[src/rtl/tiny_calc.sv]
// ============================================================================
// Module   : tiny_calc (with segment7 digit decoder)
// Brief    : Push-button calculator datapath. Two operands are entered on the
//            switches and stepped with EXEC. The result is shown on hex
//            7-segment digits. Subtraction is built only when TINY_CALC_SUB_EN
//            is defined.
// Revision : 1.0 - initial release
// ============================================================================
`default_nettype none

module segment7 (
    input  logic [3:0] hex,
    output logic [6:0] seg
);
    // The segment order is {G,F,E,D,C,B,A}. A 1 lights the segment.
    always_comb begin
        seg = 7'h00;
        case (hex)
            4'h0: seg = 7'h3F;
            4'h1: seg = 7'h06;
            4'h2: seg = 7'h5B;
            4'h3: seg = 7'h4F;
            4'h4: seg = 7'h66;
            4'h5: seg = 7'h6D;
            4'h6: seg = 7'h7D;
            4'h7: seg = 7'h07;
            4'h8: seg = 7'h7F;
            4'h9: seg = 7'h6F;
            4'hA: seg = 7'h77;
            4'hB: seg = 7'h7C;
            4'hC: seg = 7'h39;
            4'hD: seg = 7'h5E;
            4'hE: seg = 7'h79;
            4'hF: seg = 7'h71;
            default: seg = 7'h00;
        endcase
    end
endmodule

module tiny_calc #(
    parameter int WIDTH           = 4,
    parameter int DIGITS          = 2,
    parameter int DEBOUNCE_CYCLES = 160000
) (
    input  logic                  CLK,
    input  logic                  RST_N,
    input  logic [WIDTH-1:0]      SW,
    input  logic                  EXEC_N,
    input  logic                  CLR_N,
`ifdef TINY_CALC_SUB_EN
    input  logic                  OP,
`endif
    output logic [7*DIGITS-1:0]   SEG,
    output logic [1:0]            STATE,
    output logic                  OVF,
    output logic                  LED,
    output logic                  USBPU
);

    localparam int                DISP_W   = 4 * DIGITS;
    localparam int                CNT_W    = (DEBOUNCE_CYCLES > 1) ? $clog2(DEBOUNCE_CYCLES) : 1;
    localparam logic [CNT_W-1:0]  CNT_LAST = CNT_W'(DEBOUNCE_CYCLES - 1);

    localparam logic [1:0] S_A   = 2'b00;
    localparam logic [1:0] S_B   = 2'b01;
    localparam logic [1:0] S_SUM = 2'b10;

    logic [1:0]       btn_raw;
    logic [1:0]       btn_s1;
    logic [1:0]       btn_s2;
    logic [1:0]       btn_db;
    logic [1:0]       btn_press;
    logic [CNT_W-1:0] btn_cnt [2];
    logic             exec_press;
    logic             clr_press;

    logic [WIDTH-1:0] sw_s1;
    logic [WIDTH-1:0] sw_s2;

    logic [1:0]       state;
    logic [1:0]       next_state;
    logic [WIDTH-1:0] a;
    logic [WIDTH-1:0] b;
    logic [WIDTH:0]   res;
    logic             ovf;
    logic             led;

    logic [WIDTH-1:0] op_b;
    logic [WIDTH:0]   calc_res;
    logic             calc_ovf;
    logic [DISP_W-1:0]   disp;
    logic [7*DIGITS-1:0] seg_next;

    assign btn_raw    = {CLR_N, EXEC_N};
    assign exec_press = btn_press[0];
    assign clr_press  = btn_press[1];

    // The synchroniser and the debouncer for each button. A held button
    // starts as "released", so it produces one press after the debounce time.
    always_ff @(posedge CLK or negedge RST_N) begin
        if (!RST_N) begin
            btn_s1    <= 2'b11;
            btn_s2    <= 2'b11;
            btn_db    <= 2'b11;
            btn_press <= 2'b00;
            for (int i = 0; i < 2; i++) begin
                btn_cnt[i] <= '0;
            end
        end else begin
            btn_s1    <= btn_raw;
            btn_s2    <= btn_s1;
            btn_press <= 2'b00;
            for (int i = 0; i < 2; i++) begin
                if (btn_s2[i] == btn_db[i]) begin
                    btn_cnt[i] <= '0;
                end else if (btn_cnt[i] == CNT_LAST) begin
                    btn_db[i]    <= btn_s2[i];
                    btn_cnt[i]   <= '0;
                    btn_press[i] <= ~btn_s2[i];
                end else begin
                    btn_cnt[i] <= btn_cnt[i] + 1'b1;
                end
            end
        end
    end

    always_ff @(posedge CLK or negedge RST_N) begin
        if (!RST_N) begin
            sw_s1 <= '0;
            sw_s2 <= '0;
        end else begin
            sw_s1 <= SW;
            sw_s2 <= sw_s1;
        end
    end

    always_ff @(posedge CLK or negedge RST_N) begin
        if (!RST_N) begin
            state <= S_A;
        end else begin
            state <= next_state;
        end
    end

    always_comb begin
        next_state = state;
        if (clr_press) begin
            next_state = S_A;
        end else begin
            case (state)
                S_A:     if (exec_press) next_state = S_B;
                S_B:     if (exec_press) next_state = S_SUM;
                S_SUM:   if (exec_press) next_state = S_A;
                default: next_state = S_A;
            endcase
        end
    end

    // The second operand is the live switch value while B is being latched.
    assign op_b = (state == S_B) ? sw_s2 : b;

    always_comb begin
        calc_res = {1'b0, a} + {1'b0, op_b};
        calc_ovf = calc_res[WIDTH];
`ifdef TINY_CALC_SUB_EN
        if (OP) begin
            calc_res = {1'b0, a - op_b};
            calc_ovf = (a < op_b);
        end
`endif
    end

    always_ff @(posedge CLK or negedge RST_N) begin
        if (!RST_N) begin
            a   <= '0;
            b   <= '0;
            res <= '0;
            ovf <= 1'b0;
            led <= 1'b0;
        end else if (clr_press) begin
            a   <= '0;
            b   <= '0;
            res <= '0;
            ovf <= 1'b0;
            led <= 1'b0;
        end else if (exec_press) begin
            case (state)
                S_A: a <= sw_s2;
                S_B: begin
                    b   <= sw_s2;
                    res <= calc_res;
                    ovf <= calc_ovf;
                    led <= 1'b1;
                end
                S_SUM: begin
                    a   <= '0;
                    b   <= '0;
                    res <= '0;
                    ovf <= 1'b0;
                    led <= 1'b0;
                end
                default: ;
            endcase
        end
    end

    always_comb begin
        disp = '0;
        if (state == S_SUM) begin
            disp[WIDTH:0] = res;
        end else begin
            disp[WIDTH-1:0] = sw_s2;
        end
    end

    generate
        for (genvar d = 0; d < DIGITS; d++) begin : g_digit
            segment7 u_seg (
                .hex (disp[4*d+3:4*d]),
                .seg (seg_next[7*d+6:7*d])
            );
        end
    endgenerate

    always_ff @(posedge CLK or negedge RST_N) begin
        if (!RST_N) begin
            SEG <= {DIGITS{7'h3F}};
        end else begin
            SEG <= seg_next;
        end
    end

    assign STATE = state;
    assign OVF   = ovf;
    assign LED   = led;
    assign USBPU = 1'b0;

endmodule

`default_nettype wire

[config.mk]
export PLATFORM = sky130hd
export DESIGN_NAME = tiny_calc
export DESIGN_NICKNAME = d
export VERILOG_FILES = /design/src/rtl/tiny_calc.sv
export SDC_FILE = /design/constraint.sdc
export NUM_CORES = 1
export LEC_CHECK = 0
export CORE_MARGIN = 1
export CORE_UTILIZATION = 54
export CTS_CLUSTER_DIAMETER = 200
export DETAILED_ROUTE_END_ITERATION = 7
export PLACE_DENSITY = 0.77
export SETUP_SLACK_MARGIN = 0.3
export SLEW_MARGIN = 0
export SYNTH_ARGS = -nofsm -noshare
export SYNTH_HDL_FRONTEND = slang
export SYNTH_HIERARCHICAL = 1
export SYNTH_SLANG_ARGS = --single-unit
[constraint.sdc]
create_clock -name CLK -period 2.1 [get_ports CLK]
set_input_delay 0.315 -clock CLK [delete_from_list [all_inputs] [get_ports CLK]]
set_output_delay 0.315 -clock CLK [all_outputs]
set_load 0.01 [all_outputs]
==> out/results.ini, run 1 <==
[cts]
clock_latency_ns=0.36
numCtsBuffers=9
cts.path.max_buffers=2
cts_sinks=82
clock-root-buffer=clkbuf_8
clkTransAtPathRegs_ns=0.09
cts_tree=yes
h-tree-depth=3

[sta]
setup_slack_ns=0.138
hold_ws_ns=0.352
tightest_slew_ns=0.566
setup_viol=0
period_needed_ns=1.96
fin_tns_setup_ns=0
max-slew-margin-rel_pct=62.3
period_share_pct=93.5
rsz0062_at_grt=yes
hold_viol_final=0
slew_viol_final=0
max_freq_mhz=510
finClkSkew_ns=0.00678

[worst_setup_path]
crit_start=STATE[1]
worstReg2RegStart=STATE[1]
worstPathArrival_ns=2.24
crit_path_start_kind=flop
path_max_fanout=5
reg2reg_slack_ns=0.14
critical_path_class=flop to flop
endpoint_kind=flop
cp_data_required_time_ns=2.37

[place]
gp_congestion=0.845
dp_slack_ns=0.0542
place_area_mm2=0.00469
place.port_buffers=25
dp_hpwl_um=5050

[logic_synthesis]
synth_edf_count=0
synth_area_mm2=0.00420
postSynth.asyncResetShare_pct=100
ys_ff_latch=82
synth_top_flop_cell=dfrtp_1
synthCells=389
syn_avg_cell_area_um2=10.8
ys_warn_count=6
yosysSeqAreaShare_pct=49.4
synth.distinct_cells=50

[floorplan]
dieArea_mm2=0.00813
start_util_pct=56.9
io_pins=27
fp-row-count=31
core_area_mm2=0.00737
die_w_um=90.2
die_h_um=90.2

[finish]
final.fill_count=522
design_area_mm2=0.00504
area_growth_syn_to_layout_pct=20.2
mostFrequentLayoutCells=63 x dfrtp_1, 42 x nor2_1, 23 x a21oi_1, 23 x clkdlybuf4s50_1, 22 x xnor2_1
final_net_count=470
mostFrequentLayoutCell=dfrtp_1
drive_above_1_share_pct=22.6
antenna_cells=0

[detailed_routing]
drtPass1Iterations=4
drt_wl_total_um=7760
wire_per_inst_um=14.2
final_antenna_net_count=0
drc=0
drt_iter0_drc=114
vias_per_cell=5.44
vias=2966

[global_route]
grt.overflow.total=0
grt_max_degree=45
track_usage_pct=19.9
grt_first_pass_wirelength_um=12800
antenna_found_initial=0
first_global_vias=2791

[outcome]
status=complete, no violations

[run]
max-cap-violations=0

[worst_hold_path]
min-delay-start=sw_s1[2]
hold_class=flop to flop

[power_and_ir_drop]
p_leak_uw=0.00217
p_per_area_mw_per_mm2=633
peakVddDrop_v=0.000313

==> registers in the layout (all words and copies together), names as in the netlist <==
signal and flops:
SEG 14, btn_press 2, btn_db 2, STATE 2, res 5, btn_s2 2
sw_s1 4, btn_cnt 36, LED 1, a 4, btn_s1 2, b 4
sw_s2 4
==> what timing repair did <==
action,4_1_cts,5_1_grt
setup endpoints to repair,16,22
cloned,0,0
buffers inserted,4,4
resized for setup,6,11
pin swaps,7,4
hold buffers,1,0
endpoints found under the hold margin,26,0
==> final timing paths <==
path / to / depth (start not counted)
worst max-delay path: SEG[3] / 6
worst min-delay path: sw_s2[2] / 0
worst min register to register: sw_s2[2] / 0
max in group asynchronous: btn_s1[0] / 3
min in group asynchronous: STATE[1] / 2
worst max register to register: SEG[3] / 6
==> worst max-delay path: stages, from the launching register on <==
cell and delay (ns):
dfrtp_1 0.41, buf_4 0.13, nor2b_4 0.20, mux2_4 0.38, inv_6 0.10, ha_4 0.20
mux4_2 0.45
==> through the flow <==
step | cells | utilization, % | total power [µW]
after floorplan | 402 | - | 1810
after global placement | 520 | 63.6 | 1900
after detailed placement | 520 | 63.6 | 1910
after CTS | 541 | 67.4 | 3210
after global routing | 545 | 68.4 | 3330
final | 545 | 68.4 | 3190
==> logic make-up after synthesis <==
kind of cell	count (synthesis)	share of synthesized area (%)
buffers and inverters	34	3.79
other	1	0.0894
flip-flops	82	49.4
AO/OA/AOI/OAI	47	7.42
multiplexers	22	6.68
AND/OR/NAND/NOR	149	19.3
XOR/XNOR	33	6.89
adder cells (fa/ha/maj)	21	6.44
==> layer usage <==
| metal | GRT usage [%] | vias to the layer above | part of all wire, % |
|---|---|---|---|
| met1 | 25.2 | 1425 | 45 |
| met2 | 32.4 | 77 | 49 |
| met5 | 0 | - | 0 |
| met4 | 9.95 | 0 | 2.1 |
| li1 | - | 1448 | - |
| met3 | 4.15 | 16 | 3.4 |
==> area by class of cell <==
class	instances	area, µm²	area share (%)
flip-flops and latches	82	2080	41.2
inverters	17	71.3	1.41
repair buffers	45	412	8.16
well taps	99	124	2.46
multi-input cells	286	2130	42.3
clock inverters	6	88.8	1.76
clock buffers	10	138	2.73
==> power breakdown <==
| group | switching, µW | leakage (µW) | total [µW] | internal, µW |
|---|---|---|---|---|
| Sequential | 23.4 | 0.00105 | 1660 | 1630 |
| Clock | 594 | 0.000109 | 1300 | 704 |
| Combinational | 120 | 0.00101 | 237 | 117 |
| Total | 738 | 0.00217 | 3190 | 2450 |
==> synth_stat cells, types with 4 or more instances <==
master / count / area, µm²
a21oi_1: 26 / 130
a22o_1: 4 / 35.0
and3_1: 4 / 25.0
buf_2: 4 / 20.0
clkbuf_1: 7 / 26.3
dfrtp_1: 64 / 1600
dfstp_2: 18 / 473
ha_1: 20 / 250
inv_1: 17 / 63.8
mux2_2: 14 / 158
mux2i_1: 4 / 40.0
nand2_1: 12 / 45.0
nand2b_1: 8 / 50.1
nand3_1: 17 / 85.1
nand4_1: 14 / 87.6
nor2_1: 43 / 161
nor2b_1: 4 / 25.0
nor3_1: 13 / 65.1
nor3b_1: 6 / 45.0
nor4_1: 6 / 37.5
o21ai_0: 6 / 30.0
or3_1: 5 / 31.3
xnor2_1: 22 / 193
xor2_1: 11 / 96.3
Power figures use the tool's default switching activity.
==> run 2: changes to the inputs <==
--- a/config.mk
+++ b/config.mk
@@ -5,11 +5,12 @@
 export SDC_FILE = /design/constraint.sdc
 export NUM_CORES = 1
 export LEC_CHECK = 0
+export ABC_AREA = 1
 export CORE_MARGIN = 1
 export CORE_UTILIZATION = 54
 export CTS_CLUSTER_DIAMETER = 200
 export DETAILED_ROUTE_END_ITERATION = 7
-export PLACE_DENSITY = 0.77
+export PLACE_DENSITY = 0.76
 export SETUP_SLACK_MARGIN = 0.3
 export SLEW_MARGIN = 0
 export SYNTH_ARGS = -nofsm -noshare
==> run 2 against run 1 <==
- die area grew 6.2%
- clock power shrank 5%
- via count grew 15%
- critical endpoint is now res[4]
- clock skew is essentially flat
- highest routed layer unchanged
- cell count grew 27%
==> out/results.ini, run 2 <==
[floorplan]
dieArea_mm2=0.00863  ; +6.2%
core_area_mm2=0.00785  ; +6.5%
die_w_um=92.9  ; +3.1%
fp-row-count=32  ; +3.2%
io_pins=27  ; unchanged
die_h_um=92.9  ; +3.1%
start_util_pct=56.9  ; -0.072 points

[power_and_ir_drop]
p_per_area_mw_per_mm2=605  ; -4.4%
seq_power_share_pct=52.8  ; +0.9 points
clkPwrFrac_pct=39.6  ; -1.1 points
peakVddDrop_v=0.000384  ; +23%
p_leak_uw=0.00242  ; +11%
p_comb_share_pct=7.6  ; +0.2 points
p_int_uw=2400  ; -2.1%
switching_share_pct=23.5  ; +0.36 points
power.switching_uw=737  ; about the same

[worst_setup_path]
cp-endpoint=res[4]
reg2reg_slack_ns=0.32  ; +0.18 ns
worstPathArrival_ns=2.02  ; -0.22 ns
r2r-end=res[4]
critical_path_class=flop to flop
worstReg2RegStart=STATE[0]
path_max_fanout=5  ; unchanged
cp_data_required_time_ns=2.34  ; -0.03 ns
endpoint_kind=flop
crit_start=STATE[0]
worstRegToRegCells=11  ; +5
crit_path_start_kind=flop

[detailed_routing]
vias_per_cell=4.92  ; -9.6%
wire_per_inst_um=11.9  ; -16%
drtPass1Iterations=4  ; unchanged
drc=0  ; unchanged
drt_wl_total_um=8220  ; +5.9%
drt_iter0_drc=151  ; +32%
final_antenna_net_count=0  ; unchanged
vias=3400  ; +15%

[logic_synthesis]
synth_edf_count=0  ; unchanged
synthMuxAreaShare_pct=1.09  ; -5.6 points
yosys.area_share.simple_pct=31.5  ; +12 points
syn_avg_cell_area_um2=8.45  ; -22%
postSynth.asyncResetShare_pct=100  ; unchanged
synth_common_cells=132 x nand2_1, 66 x nor2_1, 64 x dfrtp_1
synth.distinct_cells=39  ; -22%
synth_compound_area_share_pct=4.40  ; -3.0 points
synth_top_flop_cell=dfrtp_1
yosysTopAreaCell=dfrtp_1
synthCells=528  ; +36%
yosysMostFrequentCell=nand2_1
synthXorXnorAreaFrac_pct=3.87  ; -3.0 points
synth_top_family_by_area=simple AND/OR/NAND/NOR gates
yosys.area_share.adder_pct=6.06  ; -0.38 points
ys_warn_count=6  ; unchanged
synth.top_cell.area_share_pct=35.9  ; -2.3 points
ys_ff_latch=82  ; unchanged
synth_area_mm2=0.00446  ; +6.4%
synthTopCellsByArea=dfrtp_1 36%, nand2_1 11%, dfstp_2 11%
yosysSeqAreaShare_pct=46.5  ; -3.0 points

[place]
gp_congestion=0.893  ; +5.7%
place_area_mm2=0.00490  ; +4.6%
dp_hpwl_um=6110  ; +21%
place.port_buffers=25  ; unchanged
dp_slack_ns=0.138  ; +0.0833 ns

[sta]
hold_ws_ns=0.352  ; +0.000735 ns
setup_slack_ns=0.318  ; +0.181 ns
max_freq_mhz=561  ; +10%
rsz0062_at_grt=yes
setup_viol=0  ; unchanged
finClkSkew_ns=0.00697  ; +0.000191 ns
period_needed_ns=1.78  ; -0.181 ns
hold_viol_final=0  ; unchanged
fin_tns_setup_ns=0  ; unchanged
slew_viol_final=0  ; unchanged
period_share_pct=84.8  ; -8.6 points

[finish]
design_area_mm2=0.00519  ; +2.9%
mostFrequentLayoutCell=nand2_1
final.fill_count=662  ; +27%
regMostFlops=btn_cnt
final_core_util_pct=66.2  ; -2.3 points
drive_above_1_share_pct=20.9  ; -1.8 points
mostFrequentLayoutCells=132 x nand2_1, 65 x nor2_1, 62 x dfrtp_1
multi_input_area_mm2=0.00218  ; +2.2%
area_growth_syn_to_layout_pct=16.3
top_regs=btn_cnt (36), SEG (14), res (5)
final_net_count=613  ; +30%
largest_reg_flops=36  ; unchanged
antenna_cells=0  ; unchanged
register_area_mm2=0.00208  ; about the same

[global_route]
grt.overflow.total=0  ; unchanged
grt_first_pass_wirelength_um=14700  ; +15%
grt_max_degree=40  ; -11%
antenna_found_initial=0  ; unchanged
track_usage_pct=21.7  ; +1.8 points
first_global_vias=3344  ; +20%

[outcome]
status=complete, no violations

[run]
max-cap-violations=0  ; unchanged

[cts]
cts_tree=yes
cts.path.max_buffers=2  ; unchanged
clock_latency_ns=0.35  ; about the same
clkTransAtPathRegs_ns=0.08  ; about the same
cts_sinks=82  ; unchanged
clock-root-buffer=clkbuf_8
h-tree-depth=3  ; unchanged
numCtsBuffers=9  ; unchanged

[worst_hold_path]
hold_class=flop to flop

==> run 2: changes by cell type after synthesis, moves of 17 or more <==
cell	change
inv_1	+36
a21oi_1	-18
nor2_2	+19
nor2_1	+23
xnor2_1	-17
nand2_1	+120
nand3_1	+17
==> run 2: critical path: stages (launching register included) <==
cell     delay, ns
dfrtp_2       0.46
inv_4         0.09
nor2_2        0.07
nand2_1       0.07
o21ai_0       0.15
fa_2          0.39
nand2_1       0.07
inv_1         0.05
nor2_1        0.08
nor2_1        0.05
o21ai_1       0.12
o21ai_1       0.08
==> run 2: metrics by stage <==
stage	instances	total power (µW)
3_5_place_dp	669	1920
4_1_cts	691	3170
2_1_floorplan	542	1810
3_3_place_gp	669	1920
6_report	691	3140
5_1_grt	691	3290
==> run 2: what timing repair did <==
| item | in CTS | in global routing |
|---|---|---|
| pin swaps | 2 | 0 |
| setup buffers | 4 | 0 |
| cloned | 1 | 0 |
| hold endpoints to repair | 25 | 0 |
| hold buffers | 1 | 0 |
| setup endpoints to repair | 9 | 13 |
| gates resized for setup | 3 | 8 |
==> run 2: how the worst min path moves through the flow <==
| stage | start | endpoint | slack (ns) | cells after the start |
|---|---|---|---|---|
| after floorplan | RST_N | LED | 0.02 | 0 |
| after global placement | RST_N | SEG[6] | 0.32 | 1 |
| after detailed placement | RST_N | sw_s2[3] | 0.32 | 1 |
| after CTS | sw_s1[3] | sw_s2[3] | 0.35 | 0 |
| after global routing | sw_s1[1] | sw_s2[1] | 0.36 | 0 |
| final | sw_s1[3] | sw_s2[3] | 0.35 | 0 |
==> run 2: cell families (layout without fill, tap and decap cells) <==
kind of cell | after synthesis | after routing
AOI/OAI and AO/OA | 35 | 35
buffers and inverters | 70 | 116
muxes | 4 | 4
xor gates and xnor gates | 18 | 18
other | 1 | 15
and+or+nand+nor | 297 | 298
DFF | 82 | 82
adders and majority gates | 21 | 21
==> run 2: cell type report <==
type	instances	area share [%]
clock buffer	9	2.39
clock inverter	7	1.81
inverter	66	4.97
multi-input combinational	391	42.0
sequential	82	40.0
tap	102	2.46
timing repair buffer	34	6.36
==> run 2: power by group through the flow <==
stage | sequential (µW) | combinational (µW) | clock, µW
after CTS | 1660 | 236 | 1270
after global routing | 1670 | 271 | 1360
after floorplan | 1700 | 109 | 0
final | 1660 | 238 | 1240
after detailed placement | 1690 | 234 | 0
after global placement | 1690 | 230 | 0
==> run 2: routing by layer <==
layer | wire length (µm) | part of all wire [%] | up-vias | global-route usage, %
met5 | 0 | 0 | - | 0
met4 | 173 | 2.1 | 0 | 9.62
met3 | 223 | 2.7 | 13 | 3.61
met2 | 3910 | 48 | 56 | 35.2
met1 | 3910 | 48 | 1586 | 28.4
li1 | - | - | 1745 | -
==> run 3: changes to the inputs <==
--- a/config.mk
+++ b/config.mk
@@ -7,10 +7,10 @@
 export LEC_CHECK = 0
 export ABC_AREA = 1
 export CORE_MARGIN = 1
-export CORE_UTILIZATION = 54
+export CORE_UTILIZATION = 55
 export CTS_CLUSTER_DIAMETER = 200
 export DETAILED_ROUTE_END_ITERATION = 7
-export PLACE_DENSITY = 0.76
+export PLACE_DENSITY = 0.75
 export SETUP_SLACK_MARGIN = 0.3
 export SLEW_MARGIN = 0
 export SYNTH_ARGS = -nofsm -noshare
==> constraint.sdc (replaced) <==
create_clock -name CLK -period 1.85 [get_ports CLK]
set_input_delay 0.2775 -clock CLK [delete_from_list [all_inputs] [get_ports CLK]]
set_output_delay 0.2775 -clock CLK [all_outputs]
set_load 0.01 [all_outputs]
==> run 3 against run 2 <==
- the flow now finishes with violations (negative setup slack)
- count of clock-buffer cells in the layout up 1
- non-clock buffer count increased by 27
- critical path depth unchanged
- worst hold slack lost 0.045 ns
- wire length grew 18%
- power grew 9.2%
- combinational power increased by 29%
- core utilization rose by 5.6 points
- sequential power rose by 13%
- final area is 7.9% higher
- cell count increased by 3.9%
==> out/results.ini, run 3 (synthesis results as in run 2) <==
[floorplan]
fp-row-count=32  ; unchanged
die_w_um=92.1  ; -0.89%
die_h_um=92.1  ; -0.89%
core_area_mm2=0.00781  ; -0.51%
io_pins=27  ; unchanged
start_util_pct=57.2  ; +0.29 points
dieArea_mm2=0.00848  ; -1.8%

[worst_setup_path]
max_stage_delay_ns=0.43  ; -0.03 ns
worstRegToRegCells=11  ; unchanged
path_max_fanout=7  ; +2
worstPathArrival_ns=2.09  ; +0.07 ns
cpMostUsedCell=buf_6
critPathTopFamily=buffers and inverters
crit_path_start_kind=flop
endpoint_kind=flop
critical_path_class=flop to flop
crit_chain=buf_4 -> buf_6 -> inv_4 -> nor2_4 -> buf_6 -> buf_4 -> buf_6 -> o21ai_4 -> nand2_4 -> nand2_1 -> o21ai_1
worstReg2RegStart=STATE[1]
cp_data_required_time_ns=2.09  ; -0.25 ns
r2r-end=b[1]
cp_num_buf_inv=6  ; +4
reg2reg_slack_ns=-0.007  ; -0.32 ns
slowest_stage=dfrtp_2

[cts]
clock-root-buffer=clkbuf_8
cts_tree=yes
cts_sinks=82  ; unchanged
numCtsBuffers=9  ; unchanged
clock_latency_ns=0.35  ; about the same
clkTransAtPathRegs_ns=0.08  ; about the same
cts.path.max_buffers=2  ; unchanged
h-tree-depth=3  ; unchanged

[place]
place.port_buffers=25  ; unchanged
place_area_mm2=0.00492  ; +0.43%
dp_hpwl_um=6220  ; +1.7%
gp_congestion=0.890  ; -0.41%

[global_route]
grt_first_pass_wirelength_um=15300  ; +4.4%
track_usage_pct=22.9  ; +1.2 points
antenna_found_initial=0  ; unchanged
grt_max_degree=45  ; +13%
first_global_vias=3533  ; +5.7%
grt.overflow.total=0  ; unchanged

[worst_hold_path]
hold_class=input port to asynchronous set/reset pin

[sta]
period_needed_ns=1.86  ; +0.0749 ns
finClkSkew_ns=0.00934  ; +0.00237 ns
fin_tns_setup_ns=-0.00653  ; -0.00653 ns
setup_slack_ns=-0.00653  ; -0.325 ns
period_share_pct=100  ; +16 points
rsz0062_at_grt=yes
setup_viol=1  ; +1
hold_ws_ns=0.307  ; -0.0455 ns
max_freq_mhz=539  ; -4.0%
hold_viol_final=0  ; unchanged
slew_viol_final=0  ; unchanged

[finish]
largest_reg_flops=36  ; unchanged
final_net_count=640  ; +4.4%
antenna_cells=0  ; unchanged
final.fill_count=562  ; -15%
design_area_mm2=0.00560  ; +7.9%
area_growth_syn_to_layout_pct=25.5
final_core_util_pct=71.8  ; +5.6 points
mostFrequentLayoutCell=nand2_1
regMostFlops=btn_cnt
mostFrequentLayoutCells=120 x nand2_1, 63 x nor2_1, 62 x dfrtp_1
drive_above_1_share_pct=30.8  ; +10 points
top_regs=btn_cnt (36), SEG (14), res (5)

[detailed_routing]
drt_wl_total_um=9660  ; +18%
drtPass1Iterations=4  ; unchanged
drc=0  ; unchanged
drt_iter0_drc=187  ; +24%
vias=3663  ; +7.7%
wire_per_inst_um=13.5  ; +13%
vias_per_cell=5.10  ; +3.7%
final_antenna_net_count=0  ; unchanged

[outcome]
status=complete, but fails checks
violations=negative setup slack

[power_and_ir_drop]
p_leak_uw=0.00262  ; +8.6%
peakVddDrop_v=0.000597  ; +55%
p_per_area_mw_per_mm2=612  ; +1.2%

[run]
max-cap-violations=0  ; unchanged

==> run 3: layout make-up <==
class	instances	area [µm²]	area share [%]
sequential	82	2080	37.1
clock buffer	10	128	2.28
tap	102	128	2.28
timing repair buffer	61	553	9.87
inverter	66	258	4.60
multi-input combinational	391	2400	42.9
clock inverter	6	57.6	1.03
==> run 3: repair_timing <==
item,CTS,global route
hold endpoints to repair,11,0
cloned,0,1
hold buffers,1,0
resized for setup,34,55
endpoints found under the setup margin,29,39
pin swaps,6,23
buffers inserted,14,16
==> run 3: through the flow <==
stage,worst slack (ns),total power [µW],instances
2_1_floorplan,0.0573,2050,542
3_3_place_gp,0.0951,2180,670
3_5_place_dp,0.0305,2190,670
4_1_cts,0.0545,3420,701
5_1_grt,-0.0839,3580,718
6_report,-0.00653,3430,718
==> run 3: worst max path at each step <==
stage | startpoint | endpoint | cells past startpoint
after global routing | STATE[0] | res[4] | 12
after CTS | STATE[1] | res[4] | 10
after floorplan | STATE[0] | res[4] | 11
final | STATE[1] | b[1] | 11
after detailed placement | STATE[0] | res[4] | 11
after global placement | STATE[0] | res[4] | 11
==> run 3: power by group <==
part | leakage [µW] | internal [µW] | switching, µW
registers | 0.00105 | 1860 | 24.9
logic | 0.00148 | 125 | 181
clock network | 0.0000958 | 615 | 626
==> run 3: per-layer routing <==
metal  vias up  global-route usage, %  routed length (µm)
met5         -                      0                   0
li1       1803                      -                   -
met4         0                   10.4                 261
met2        78                   38.9                4860
met1      1758                   28.9                4260
met3        24                   3.23                 271
